## src/rtl/pipeline_ctrl.sv

```systemverilog
// Hazard, forwarding and memory-wait controller for the 5-stage pipeline.
// Optional performance counters are enabled with `define PIPELINE_CTRL_PERF_EN.
module pipeline_ctrl #(
    parameter int unsigned REG_ADDR_W   = 5,
    parameter int unsigned DMEM_TIMEOUT = 15,
    parameter int unsigned CNT_W        = 32
) (
    input  logic                  clk,
    input  logic                  reset_n,
    input  logic [REG_ADDR_W-1:0] ID_rs1_i,
    input  logic [REG_ADDR_W-1:0] ID_rs2_i,
    input  logic                  ID_uses_rs1_i,
    input  logic                  ID_uses_rs2_i,
    input  logic [REG_ADDR_W-1:0] EX_rs1_i,
    input  logic [REG_ADDR_W-1:0] EX_rs2_i,
    input  logic [REG_ADDR_W-1:0] EX_rd_i,
    input  logic                  EX_write_reg_i,
    input  logic                  EX_read_mem_i,
    input  logic                  EX_redirect_i,
    input  logic [REG_ADDR_W-1:0] MEM_rd_i,
    input  logic                  MEM_write_reg_i,
    input  logic                  MEM_read_mem_i,
    input  logic                  MEM_write_mem_i,
    input  logic [REG_ADDR_W-1:0] WB_rd_i,
    input  logic                  WB_write_reg_i,
    input  logic                  IMEM_ready_i,
    input  logic                  DMEM_ack_i,
    output logic                  DMEM_req_o,
    output logic [1:0]            fwd_a_o,
    output logic [1:0]            fwd_b_o,
    output logic                  stall_if_o,
    output logic                  stall_id_o,
    output logic                  stall_ex_o,
    output logic                  stall_mem_o,
    output logic                  flush_if_id_o,
    output logic                  flush_id_ex_o,
    output logic                  bubble_mem_wb_o,
    output logic                  dmem_err_o,
    output logic [CNT_W-1:0]      stall_cycles_o,
    output logic [CNT_W-1:0]      flush_count_o
);

    localparam int unsigned WCNT_W = (DMEM_TIMEOUT > 1) ? $clog2(DMEM_TIMEOUT) : 1;
    localparam logic [WCNT_W-1:0] WCNT_LAST = WCNT_W'(DMEM_TIMEOUT - 1);

    typedef enum logic [1:0] {
        S_IDLE,
        S_WAIT,
        S_ERR
    } dmem_state_t;

    dmem_state_t       state_q, state_d;
    logic [WCNT_W-1:0] wait_cnt_q, wait_cnt_d;
    logic              dmem_req, mem_busy, dmem_access;
    logic              load_use, imem_wait;
    logic [1:0]        fwd_a, fwd_b;
    logic              stall_if, stall_id, stall_ex, stall_mem;
    logic              flush_if_id, flush_id_ex, bubble_mem_wb;

    function automatic logic [1:0] fwd_sel(input logic [REG_ADDR_W-1:0] src);
        if (MEM_write_reg_i && MEM_rd_i != '0 && MEM_rd_i == src)
            return 2'b01;
        else if (WB_write_reg_i && WB_rd_i != '0 && WB_rd_i == src)
            return 2'b10;
        else
            return 2'b00;
    endfunction

    always_comb begin
        fwd_a = fwd_sel(EX_rs1_i);
        fwd_b = fwd_sel(EX_rs2_i);
    end

    assign dmem_access = MEM_read_mem_i | MEM_write_mem_i;

    always_ff @(posedge clk or negedge reset_n) begin
        if (!reset_n) begin
            state_q    <= S_IDLE;
            wait_cnt_q <= '0;
        end else begin
            state_q    <= state_d;
            wait_cnt_q <= wait_cnt_d;
        end
    end

    always_comb begin
        state_d    = state_q;
        wait_cnt_d = wait_cnt_q;
        dmem_req   = 1'b0;
        mem_busy   = 1'b0;
        case (state_q)
            S_IDLE: begin
                if (dmem_access) begin
                    dmem_req = 1'b1;
                    if (!DMEM_ack_i) begin
                        mem_busy   = 1'b1;
                        state_d    = S_WAIT;
                        wait_cnt_d = '0;
                    end
                end
            end
            S_WAIT: begin
                dmem_req = 1'b1;
                if (DMEM_ack_i) begin
                    state_d = S_IDLE;
                end else begin
                    mem_busy = 1'b1;
                    if (wait_cnt_q == WCNT_LAST)
                        state_d = S_ERR;
                    else
                        wait_cnt_d = wait_cnt_q + 1'b1;
                end
            end
            S_ERR: begin
                mem_busy = 1'b1;
            end
            default: begin
                state_d = S_IDLE;
            end
        endcase
    end

    assign load_use = EX_read_mem_i && EX_write_reg_i && EX_rd_i != '0 &&
                      ((ID_uses_rs1_i && ID_rs1_i == EX_rd_i) ||
                       (ID_uses_rs2_i && ID_rs2_i == EX_rd_i));
    assign imem_wait = !IMEM_ready_i;

    always_comb begin
        stall_if      = 1'b0;
        stall_id      = 1'b0;
        stall_ex      = 1'b0;
        stall_mem     = 1'b0;
        flush_if_id   = 1'b0;
        flush_id_ex   = 1'b0;
        bubble_mem_wb = 1'b0;
        if (mem_busy) begin
            stall_if      = 1'b1;
            stall_id      = 1'b1;
            stall_ex      = 1'b1;
            stall_mem     = 1'b1;
            bubble_mem_wb = 1'b1;
        end else if (EX_redirect_i) begin
            flush_if_id = 1'b1;
            flush_id_ex = 1'b1;
        end else begin
            if (load_use) begin
                stall_if    = 1'b1;
                stall_id    = 1'b1;
                flush_id_ex = 1'b1;
            end
            // A load-use stall holds IF/ID, so the IMEM bubble must not overwrite it.
            if (imem_wait) begin
                stall_if    = 1'b1;
                flush_if_id = !load_use;
            end
        end
    end

    assign DMEM_req_o      = reset_n & dmem_req;
    assign fwd_a_o         = reset_n ? fwd_a : 2'b00;
    assign fwd_b_o         = reset_n ? fwd_b : 2'b00;
    assign stall_if_o      = reset_n & stall_if;
    assign stall_id_o      = reset_n & stall_id;
    assign stall_ex_o      = reset_n & stall_ex;
    assign stall_mem_o     = reset_n & stall_mem;
    assign flush_if_id_o   = reset_n & flush_if_id;
    assign flush_id_ex_o   = reset_n & flush_id_ex;
    assign bubble_mem_wb_o = reset_n & bubble_mem_wb;
    assign dmem_err_o      = reset_n & (state_q == S_ERR);

`ifdef PIPELINE_CTRL_PERF_EN
    logic [CNT_W-1:0] stall_cnt_q, flush_cnt_q;

    // Both counters saturate rather than wrap.
    always_ff @(posedge clk or negedge reset_n) begin
        if (!reset_n) begin
            stall_cnt_q <= '0;
            flush_cnt_q <= '0;
        end else begin
            if (stall_if && stall_cnt_q != '1)
                stall_cnt_q <= stall_cnt_q + 1'b1;
            if (EX_redirect_i && !mem_busy && flush_cnt_q != '1)
                flush_cnt_q <= flush_cnt_q + 1'b1;
        end
    end

    assign stall_cycles_o = stall_cnt_q;
    assign flush_count_o  = flush_cnt_q;
`else
    assign stall_cycles_o = '0;
    assign flush_count_o  = '0;
`endif

endmodule

```

## config.mk

```make
export PLATFORM = sky130hd
export DESIGN_NAME = pipeline_ctrl
export DESIGN_NICKNAME = d
export VERILOG_FILES = /design/src/rtl/pipeline_ctrl.sv
export SDC_FILE = /design/constraint.sdc
export NUM_CORES = 1
export LEC_CHECK = 0
export ABC_AREA = 0
export CAP_MARGIN = 30
export CELL_PAD_IN_SITES_DETAIL_PLACEMENT = 0
export CELL_PAD_IN_SITES_GLOBAL_PLACEMENT = 2
export CORE_AREA = 2 2 101 103
export CTS_CLUSTER_DIAMETER = 40
export CTS_CLUSTER_SIZE = 24
export DETAILED_ROUTE_END_ITERATION = 8
export DIE_AREA = 0 0 103 105
export GPL_ROUTABILITY_DRIVEN = 1
export GPL_TIMING_DRIVEN = 1
export PLACE_DENSITY_LB_ADDON = 0.1
export SETUP_SLACK_MARGIN = 0.02
export SLEW_MARGIN = 20
export SYNTH_ARGS = -nofsm -noshare
export SYNTH_HDL_FRONTEND = slang
export SYNTH_SLANG_ARGS = --single-unit
export TNS_END_PERCENT = 1
```

## constraint.sdc

```tcl
create_clock -name clk -period 1.6 [get_ports clk]
set_input_delay 0.16 -clock clk [delete_from_list [all_inputs] [get_ports clk]]
set_output_delay 0.16 -clock clk [all_outputs]
set_load 0.03 [all_outputs]
```

==> impl_summary.txt <==
----------------------------------------------------
[Routing]
  Number of remaining DRC errors ... 0
  Detailed-route wire length per cell ... 10.3 um
  Detailed-routing iteration count for the pre-antenna-repair pass ... 3
  Via Count ... 1291
  Via count normalized by instance count ... 3.23
  Total wirelength of the detailed-routed design ... 4.12 mm
  Number of nets with antenna violations after detailed routing ... 0
  First DRT Iteration DRCs ... 10

[Status]
  Violations in the final reports ... negative setup slack
  Run status ... complete, but fails checks

[Critical path]
  Crit path capture type ... output pin
  Maximum fanout count along the critical path ... 4
  Cell type group with the largest total delay on the critical path ... compound AO/OA/AOI/OAI gates
  Req. time, crit path ... 1440 ps
  Maximum single-stage delay on the critical path ... 360 ps
  Depth of the critical timing path with buffers and inverters included ... 6
  Worst R2R Setup Slack ... 0 ps
  Data arrival, critical path ... 1600 ps
  Critical-path top delay cell ... sky130_fd_sc_hd__o31a_1
  Bufs and invs on worst path ... 2
  Worst reg2reg path depth ... 5
  Category of the most critical setup path ... input pin to output pin
  Critical-path cell list ... dlygate4sd2_1 -> xor2_1 -> nor4_2 -> a32oi_2 -> o31a_1 -> buf_6
  Startpoint class of the critical path ... input pin
  Beginning of the worst register-to-register path ... state_q[0]
  Worst setup path startpoint ... ID_rs1_i[1]

[Clocking]
  Number of levels the H-tree was split into ... 1
  Worst-case clock buffer depth ... 2
  TritonCTS Buffers ... 3
  Master cell of the clock root buffer ... sky130_fd_sc_hd__clkbuf_8
  Clk sink count ... 6
  CTS tree ... yes
  Clock Latency Late Sink ... 220 ps
  Clock slew seen by the registers of the worst setup and hold paths ... 40 ps

[Placed design]
  Dpl cell area ... 0.00210 mm2
  Number of buffers added on ports ... 60
  Routability-driven placement congestion ratio ... 0.714
  Worst setup slack before clock tree synthesis ... -579 ps
  Hpwl dp ... 3.63 mm
  Placed insts ... 389

[Timing]
  Max Clock Freq ... 0.567 GHz
  Max-slew violation count ... 0
  Worst Setup Slack, final ... -164 ps
  Final cycle utilization of the critical path ... 1.10
  Setup TNS after final layout ... -1180 ps
  Final Hold Violating Endpoints ... 0
  Final min period ... 1760 ps
  Number of failing setup endpoints in the final timing report ... 11
  Worst clock skew ... 1.63 ps
  Worst-case hold slack ... 483 ps
  Unrepaired setup endpoints after global routing ... true

[Final layout]
  Layout net count ... 319
  Final instance area ... 0.00237 mm2
  Number of non-filler instances in the completed layout ... 400
  # diodes ... 0
  Fraction of final layout cells with drive strength greater than 1 ... 0.367
  Area added between synthesis and finish ... 79.8%

[Die]
  Height of the die ... 105 um
  Die Span X ... 103 um
  Std cell rows ... 36
  Initial core utilization ... 0.137
  I/O pin count ... 125
  Full die area ... 0.0108 mm2
  Area of the placeable core ... 0.00964 mm2

[Global route]
  GR Layer Usage met1 ... 0.0914
  Global routing usage on met2 ... 0.131
  Met3 usage ... 0.0120
  Antenna violations before repair ... 0
  Number of global-route vias before repair ... 1179
  Congestion Overflow GR ... 0
  Global routing's busiest layer ... met2
  Maximum number of pins on one net before global-route repair ... 9
  Wire length of the first global-routing pass ... 6.12 mm
  Aggregate global-route resource usage ... 0.0730

[Yosys]
  Largest area contributor in the netlist ... sky130_fd_sc_hd__buf_4
  Yosys warns ... 0
  Count of unique library cells instantiated by Yosys ... 35
  Syn Inst Count ... 164
  Top_reg_cell synth ... sky130_fd_sc_hd__dfrtp_1
  Top post-synthesis cells by area ... sky130_fd_sc_hd__buf_4 38%, sky130_fd_sc_hd__xor2_1 16%, sky130_fd_sc_hd__dfrtp_1 11%, sky130_fd_sc_hd__xnor2_1 5.3%, sky130_fd_sc_hd__or4_1 2.3%
  Syn Std Cell Area ... 0.00132 mm2
  Area share of the largest cell type after synthesis ... 0.375
  Average instance area after synthesis ... 8.05 um2
  Count of flip-flops with a built-in enable after synthesis ... 0
  Leading cell type by number of instances after synthesis ... sky130_fd_sc_hd__buf_4
  Number of flip-flops and latches in the synthesized netlist ... 6
  Leading cell types by count after synthesis ... 66 x sky130_fd_sc_hd__buf_4, 24 x sky130_fd_sc_hd__xor2_1, 8 x sky130_fd_sc_hd__xnor2_1, 6 x sky130_fd_sc_hd__dfrtp_1, 5 x sky130_fd_sc_hd__nor2_1
  Portion of the post-synthesis area used by sequential elements ... 0.114
  Async SR Flop Fraction ... 1.00

[Pwr]
  Internal Dissipation ... 521 uW
  Cell Pwr Density ... 398 mW/mm2
  Combinational cell fraction of total power ... 0.596
  Static leakage power ... 1.09 nW
  Maximum VDD drop ... 0.138 mV
  Switching Share ... 0.448
  Flop pwr share ... 0.162
  Clock Power Share ... 0.242
  Net switching power figure ... 424 uW

[Job]
  Number of max-cap violations ... 0

[Worst hold path]
  Class of the most critical hold timing path ... input pin to asynchronous set/reset pin

----------------------------------------------------
[worst min-delay path, delay by kind of cell]
| kind | cells | cell delay [ps] |
|---|---|---|
| buffers and inverters | 3 | 910 |
[layer usage]
metal / part of all wire / vias up / wire (um)
li1: - / 641 / -
met1: 0.40 / 594 / 1630
met2: 0.54 / 54 / 2210
met3: 0.064 / 2 / 262
met4: 0.0039 / 0 / 16
met5: 0 / - / 0
[registers in the layout, summed over array words and instances (netlist names)]
name	flops
wait_cnt_q	4
state_q	2
[cell type report]
class,count,area (um2)
clock buffer,3,41.3
fill,1089,7270
inverter,3,11.3
multi-input combinational,152,1070
sequential,6,150
tap,133,166
timing repair buffer,103,935
[cell families after synthesis]
group | synth area share
flip-flops | 0.114
multiplexers | 0.00853
other | 0.00284
AND/OR/NAND/NOR | 0.183
AO/OA/AOI/OAI | 0.0768
buffers and inverters | 0.384
XOR/XNOR | 0.212
adder cells (fa/ha/maj) | 0.0190
[power groups by stage]
stage                     sequential, mW  clock (mW)  combinational [mW]
final                              0.153       0.229               0.563
after global routing               0.152       0.244               0.605
after CTS                          0.153       0.239               0.549
after detailed placement           0.155           0               0.532
after global placement             0.155           0               0.536
after floorplan                    0.155           0               0.419
[timing repair]
| action | CTS | global route |
|---|---|---|
| gates resized for setup | 111 | 15 |
| hold buffers | 0 | 2 |
| endpoints found under the hold margin | 0 | 6 |
| endpoints found under the setup margin | 13 | 14 |
| setup buffers | 7 | 0 |
| pin swaps | 23 | 8 |
[final timing paths]
kind | endpoint
max | flush_if_id_o
min in group clk | wait_cnt_q[3]
max reg2reg | wait_cnt_q[1]
min reg2reg | wait_cnt_q[1]
min | wait_cnt_q[3]
max in group asynchronous | wait_cnt_q[0]
[stage by stage]
stage                     total power [mW]  utilization
after floorplan                      0.574            -
after detailed placement             0.686        0.218
after global routing                  1.00        0.246
final                                0.945        0.246
after global placement               0.690        0.218
after CTS                            0.940        0.238
[cell usage in the layout (no fill, tap or decap), types with 3 or more instances in the layout]
cell / count
sky130_fd_sc_hd__dfrtp_1: 6
sky130_fd_sc_hd__clkdlybuf4s15_2: 4
sky130_fd_sc_hd__conb_1: 64
sky130_fd_sc_hd__buf_12: 3
sky130_fd_sc_hd__nor4_4: 4
sky130_fd_sc_hd__xor2_1: 24
sky130_fd_sc_hd__buf_6: 16
sky130_fd_sc_hd__buf_4: 37
sky130_fd_sc_hd__nor2_1: 5
sky130_fd_sc_hd__nand4_1: 4
sky130_fd_sc_hd__nand3_1: 3
sky130_fd_sc_hd__inv_1: 3
sky130_fd_sc_hd__clkbuf_8: 3
sky130_fd_sc_hd__xnor2_1: 8
sky130_fd_sc_hd__dlygate4sd2_1: 19
sky130_fd_sc_hd__or4_4: 3
sky130_fd_sc_hd__clkdlybuf4s50_1: 11
sky130_fd_sc_hd__buf_2: 7
No activity file was read; power rests on OpenSTA's default activity.
